==> config.mk <==
export PLATFORM = sky130hd
export DESIGN_NAME = spi_target
export DESIGN_NICKNAME = d
export VERILOG_FILES = /design/src/rtl/spi_pkg.sv /design/src/rtl/sync_edge.sv /design/src/rtl/spi_target.sv
export SDC_FILE = /design/constraint.sdc
export NUM_CORES = 1
export LEC_CHECK = 0
export CAP_MARGIN = 25
export CELL_PAD_IN_SITES_DETAIL_PLACEMENT = 0
export CELL_PAD_IN_SITES_GLOBAL_PLACEMENT = 1
export CORE_MARGIN = 3
export CORE_UTILIZATION = 44
export DETAILED_ROUTE_END_ITERATION = 8
export PLACE_DENSITY = 0.83
export SKIP_LAST_GASP = 1
export SLEW_MARGIN = 40
export SYNTH_ARGS = -nofsm -noshare
export SYNTH_HDL_FRONTEND = slang
export SYNTH_HIERARCHICAL = 1
export SYNTH_SLANG_ARGS = --single-unit
export TNS_END_PERCENT = 100
==> constraint.sdc <==
create_clock -name clk -period 1.7 [get_ports clk]
set_input_delay 0.34 -clock clk [delete_from_list [all_inputs] [get_ports clk]]
set_output_delay 0.34 -clock clk [all_outputs]
set_load 0.01 [all_outputs]
==> src/rtl/spi_pkg.sv <==
// Shared types and constants for the SPI target block.
// State encoding and the idle fill byte returned when nothing is queued.
package spi_pkg;

  typedef enum logic [1:0] {
    WAIT_IDLE,
    IDLE,
    ACTIVE
  } state_t;

  localparam logic [7:0] IDLE_FILL = 8'hFF;

endpackage

==> src/rtl/sync_edge.sv <==
// Input synchronizer with registered rise/fall pulses.
// The pulses lag the synchronized level by one clk.
module sync_edge #(
  parameter int STAGES = 2
) (
  input  logic clk,
  input  logic resetq,
  input  logic d,
  output logic q,
  output logic rise,
  output logic fall
);

  logic [STAGES-1:0] chain;
  logic              prev;

  assign q = chain[STAGES-1];

  always_ff @(posedge clk or negedge resetq) begin
    if (!resetq) begin
      chain <= '0;
      prev  <= 1'b0;
      rise  <= 1'b0;
      fall  <= 1'b0;
    end else begin
      chain <= (chain << 1) | STAGES'(d);
      prev  <= q;
      rise  <= q & ~prev;
      fall  <= ~q & prev;
    end
  end

endmodule

==> src/rtl/spi_target.sv <==
// SPI mode-0 target: one byte in, one byte out per 8 sck cycles.
// Bus pins are oversampled by clk; nothing uses the raw pins directly.
module spi_target
  import spi_pkg::*;
#(
  parameter int SYNC_STAGES = 2
) (
  input  logic       clk,
  input  logic       resetq,
  input  logic       sck,
  input  logic       cs_n,
  input  logic       mosi,
  output logic       miso,
  output logic       miso_oe,
  input  logic       wr,
  input  logic [7:0] tx_data,
  input  logic       rd,
  output logic [7:0] rx_data,
  output logic       valid,
  output logic       busy,
  output logic       overrun
);

  logic                   sck_s;
  logic                   sck_rise;
  logic                   sck_fall;
  logic [SYNC_STAGES-1:0] cs_chain;
  logic [SYNC_STAGES-1:0] mosi_chain;
  logic                   cs_s;
  logic                   mosi_s;
  logic [SYNC_STAGES:0]   armed;

  state_t     state;
  logic [2:0] bit_cnt;
  logic [7:0] rx_shift;
  logic [7:0] tx_shift;
  logic [7:0] hold;
  logic       done;
  logic       reload;
  logic [7:0] reload_byte;

  sync_edge #(
    .STAGES(SYNC_STAGES)
  ) u_sck (
    .clk   (clk),
    .resetq(resetq),
    .d     (sck),
    .q     (sck_s),
    .rise  (sck_rise),
    .fall  (sck_fall)
  );

  assign cs_s   = cs_chain[SYNC_STAGES-1];
  assign mosi_s = mosi_chain[SYNC_STAGES-1];
  assign miso   = tx_shift[7];

  // armed keeps WAIT_IDLE from trusting the reset value of the cs chain
  always_ff @(posedge clk or negedge resetq) begin
    if (!resetq) begin
      cs_chain   <= '1;
      mosi_chain <= '0;
      armed      <= '0;
    end else begin
      cs_chain   <= (cs_chain << 1) | SYNC_STAGES'(cs_n);
      mosi_chain <= (mosi_chain << 1) | SYNC_STAGES'(mosi);
      armed      <= {armed[SYNC_STAGES-1:0], 1'b1};
    end
  end

  always_comb begin
    reload      = 1'b0;
    reload_byte = busy ? hold : IDLE_FILL;
    unique case (1'b1)
      (state == IDLE) && !cs_s:
        reload = 1'b1;
      (state == ACTIVE) && !cs_s && sck_fall && (bit_cnt == 3'd0):
        reload = 1'b1;
      default:
        reload = 1'b0;
    endcase
  end

  always_ff @(posedge clk or negedge resetq) begin
    if (!resetq) begin
      state    <= WAIT_IDLE;
      bit_cnt  <= 3'd0;
      rx_shift <= 8'h00;
      tx_shift <= IDLE_FILL;
      hold     <= 8'h00;
      rx_data  <= 8'h00;
      valid    <= 1'b0;
      busy     <= 1'b0;
      overrun  <= 1'b0;
      miso_oe  <= 1'b0;
      done     <= 1'b0;
    end else begin
      done <= 1'b0;
      unique case (state)
        WAIT_IDLE: begin
          if (armed[SYNC_STAGES] && cs_s)
            state <= IDLE;
        end
        IDLE: begin
          if (!cs_s) begin
            state    <= ACTIVE;
            miso_oe  <= 1'b1;
            bit_cnt  <= 3'd0;
            tx_shift <= reload_byte;
          end
        end
        ACTIVE: begin
          if (cs_s) begin
            state   <= IDLE;
            miso_oe <= 1'b0;
            bit_cnt <= 3'd0;
          end else if (sck_rise) begin
            rx_shift <= {rx_shift[6:0], mosi_s};
            bit_cnt  <= bit_cnt + 3'd1;
            done     <= (bit_cnt == 3'd7);
          end else if (sck_fall) begin
            tx_shift <= (bit_cnt == 3'd0) ? reload_byte
                                          : {tx_shift[6:0], 1'b1};
          end
        end
        default: state <= WAIT_IDLE;
      endcase

      // a reload empties the holding register before wr can refill it
      if (reload) begin
        busy <= wr;
        if (wr)
          hold <= tx_data;
      end else if (wr && !busy) begin
        busy <= 1'b1;
        hold <= tx_data;
      end

      if (done) begin
        rx_data <= rx_shift;
        valid   <= 1'b1;
        overrun <= rd ? 1'b0 : (overrun | valid);
      end else if (rd) begin
        valid   <= 1'b0;
        overrun <= 1'b0;
      end
    end
  end

endmodule
==> impl_results.rst <==
.. list-table::
   :header-rows: 1

   * - Metric
     - Value
   * - Clock edge transition at the registers on the reported setup and hold paths
     - roughly 90 ps
   * - Sinks on the clock net
     - 54
   * - Largest voltage drop on the vdd net
     - about 0.6 mV
   * - Layout filler cell count
     - 367
   * - Final standard cell area without fillers
     - 0.00262 mm^2
   * - Post-detailed-route wirelength per cell
     - 13.4 um
   * - I/O Buffers
     - 27
   * - Static leakage
     - approximately 1.2 nW
   * - Startpoint types
     - register
   * - Vias after detailed routing
     - 1,240
   * - Number of cells produced by synthesis
     - 155
   * - PD cells
     - about 1100 mW/mm^2
   * - GR met3 Demand/Resource
     - 3.96%
   * - Clock insertion delay at the later pin of the skew report
     - 300 ps
   * - Cell area after placement
     - 0.00250 mm^2
   * - Number of DRC markers in iteration 0
     - 12
   * - Vias in the first global route
     - ~1,300
   * - Min cycle time layout
     - 1560 ps
   * - Cell count along the critical path
     - 1
   * - Data arrival time of the critical path
     - 1220 ps
   * - Cell-by-cell trace of the critical path
     - clkdlybuf4s50_1
   * - Number of synthesis warnings
     - 6
   * - Max-cap violations
     - 0
   * - Number of setup violations in the final report
     - 0
   * - Largest fanout on the critical path
     - 4
   * - Core area
     - about 0.0045 mm^2
   * - Clock root buffer master
     - sky130_fd_sc_hd__clkbuf_8
   * - Number of nets still failing antenna checks after routing
     - 0
   * - Max Slew Vio Count
     - 0
   * - Required time of the critical path
     - 1360 ps
   * - Die area
     - ~0.0057 mm^2
   * - CP peak stage delay
     - 540 ps
   * - TritonRoute pass-1 iters
     - 2
   * - Worst min path class
     - reg -> reg
   * - Buffer levels on the longest clock path
     - 2
   * - Via count normalized by instance count
     - 4.82
   * - Bufs and invs on worst path
     - 1
   * - Part of the Yosys area used for sequential elements
     - between 60% and 70%
   * - Layout Nets
     - 209
   * - Critical path's slowest cell
     - sky130_fd_sc_hd__clkdlybuf4s50_1
   * - Weighted congestion reported at the end of routability-driven placement
     - 0.735
   * - Crit Path Category
     - reg -> out
   * - Number of cell instances on the worst register-to-register path
     - 4
   * - Setup repair after global routing missed its margin
     - false
   * - Overall track demand over capacity in global routing
     - 13.3%
   * - Async set-reset flop share out of synthesis
     - 100%
   * - Crit path max-delay family
     - buffers and inverters
   * - Aggregate routed wire length
     - 3440 um
   * - CTS Buf Count
     - 5
   * - EDFF count, synth
     - 0
   * - Post-synthesis area per instance
     - 13.8 um^2
   * - Most used flip-flop cell after synthesis
     - sky130_fd_sc_hd__dfrtp_1
   * - Num ports
     - 28
   * - CTS tree
     - built
   * - Sequential cell area in the final layout
     - 0.00137 mm^2
   * - Flip-flop and latch count after synthesis
     - between 50 and 60
   * - Depth of the worst hold-timing path
     - 0
   * - Diode insertion count for antenna repair
     - 0
   * - Max Freq
     - 0.641 GHz
   * - Status
     - completed
   * - Share of layout cells above drive strength 1
     - roughly 30%
   * - Distinct cell type count after synthesis
     - 35
   * - DRC violations left
     - 0
   * - Detailed Place HPWL
     - 2400 um
   * - Met2 track demand over resource in global routing
     - 21.4%
   * - Width of the die
     - 75.8 um
   * - Number of endpoints with negative hold slack in the final report
     - 0
   * - Number of rows created at floorplan
     - 24
   * - Netlist area before placement
     - 0.00214 mm^2
   * - First-pass GRT wire length
     - 5720 um
   * - Antenna violations before repair
     - 0
   * - Total nets after synthesis
     - 173
   * - Critical Path Sink Type
     - primary output
   * - Area of combinational cells with multiple inputs
     - 732 um^2
   * - Maximum number of pins on one net before global-route repair
     - 38
   * - Total global routing overflow
     - 0
   * - Share of the cycle needed by the critical path after routing
     - a little over 90%
   * - Setup TNS after final layout
     - 0 ps
   * - Initial core utilization
     - 47.3%
   * - Layer with the highest usage after global routing
     - met2
   * - Met1 usage in global routing
     - 17.3%
   * - H-tree lvl count
     - 2
   * - Signed area change from the synthesized netlist to the final layout
     - 22.2%
   * - Final Skew
     - 3.91 ps
   * - Die H
     - approximately 76 um
-- cell type report --
type | count | area share, %
clock inverter | 1 | 0.334
multi-input combinational | 92 | 27.9
tap | 65 | 3.10
sequential | 54 | 52.1
inverter | 4 | 0.573
clock buffer | 7 | 3.30
timing repair buffer | 34 | 12.7
-- where the power goes --
| group | internal (W) | switching, W | total [W] | leakage [nW] |
|---|---|---|---|---|
| Clock | 0.000337 | 0.000397 | 0.000734 | 0.0489 |
| Combinational | 0.000241 | 0.000163 | 0.000404 | 0.505 |
| Sequential | 0.00153 | 0.000102 | 0.00163 | 0.671 |
-- final timing paths --
check,startpoint,slack (ps),to
max,busy,140,busy
min,mosi_chain[0],350,mosi_chain[1]
max reg2reg,state[1],150,hold[7]
min reg2reg,mosi_chain[0],350,mosi_chain[1]
max in group asynchronous,resetq,610,cs_chain[1]
min in group asynchronous,resetq,500,hold[6]
-- synth_stat cells (2+ instances only) --
library cell / number / area [um^2]
sky130_fd_sc_hd__and3b_1: 8 / 70.1
sky130_fd_sc_hd__dfstp_2: 10 / 263
sky130_fd_sc_hd__ha_1: 3 / 37.5
sky130_fd_sc_hd__o31ai_1: 7 / 52.6
sky130_fd_sc_hd__dfrtp_1: 44 / 1100
sky130_fd_sc_hd__a22o_1: 2 / 17.5
sky130_fd_sc_hd__nor2_1: 13 / 48.8
sky130_fd_sc_hd__nor2b_1: 2 / 12.5
sky130_fd_sc_hd__inv_1: 4 / 15.0
sky130_fd_sc_hd__a21oi_1: 2 / 10.0
sky130_fd_sc_hd__mux2_2: 25 / 282
sky130_fd_sc_hd__buf_2: 2 / 10.0
sky130_fd_sc_hd__nand2_1: 11 / 41.3
-- timing repair --
item,4_1_cts,5_1_grt
buffers inserted,0,2
endpoints found under the setup margin,2,1
hold endpoints to repair,9,0
gates resized for setup,2,0
hold buffers,1,0
-- layout by cell type (no fill, tap or decap), types with 3 or more instances in the layout --
master,n
sky130_fd_sc_hd__inv_1,4
sky130_fd_sc_hd__nor2_1,13
sky130_fd_sc_hd__ha_1,3
sky130_fd_sc_hd__and3b_1,8
sky130_fd_sc_hd__buf_4,5
sky130_fd_sc_hd__clkdlybuf4s50_1,25
sky130_fd_sc_hd__nand2_1,11
sky130_fd_sc_hd__clkbuf_8,6
sky130_fd_sc_hd__dfstp_2,10
sky130_fd_sc_hd__dfrtp_1,43
sky130_fd_sc_hd__mux2_2,25
sky130_fd_sc_hd__o31ai_1,7
-- routing by layer --
layer  part of all wire (%)  routed length (um)
met1                     46                1590
met2                     50                1700
met3                    3.2                 110
met4                    1.1                  39
met5                      0                   0
-- kinds of logic after synthesis --
kind of cell,after synthesis,share of synthesized area [%]
DFF,54,63.6
and+or+nand+nor,45,12.6
muxes,25,13.1
AOI/OAI and AO/OA,18,6.48
buffers and inverters,9,2.22
adders and majority gates,3,1.75
other,1,0.175
-- flip-flops by register name, indices dropped and copies added (netlist names), 2 cells and up --
name,count
cs_chain,2
rx_data,8
state,2
armed,3
rx_shift,8
mosi_chain,2
tx_shift,8
bit_cnt,3
hold,8
u_sck/chain,2
-- stage by stage --
step / util [%] / power, W / cells / hold WS, ps / setup slack [ps]
3_3_place_gp: 55.1 / 0.00204 / 246 / 290 / 172
3_5_place_dp: 55.1 / 0.00207 / 246 / 301 / 154
4_1_cts: 57.5 / 0.00280 / 255 / 357 / 12.3
6_report: 57.8 / 0.00277 / 257 / 355 / 140
5_1_grt: 57.8 / 0.00293 / 257 / 363 / 65.3
2_1_floorplan: - / 0.00190 / 155 / 44.4 / 203
Power figures use the tool's default switching activity.
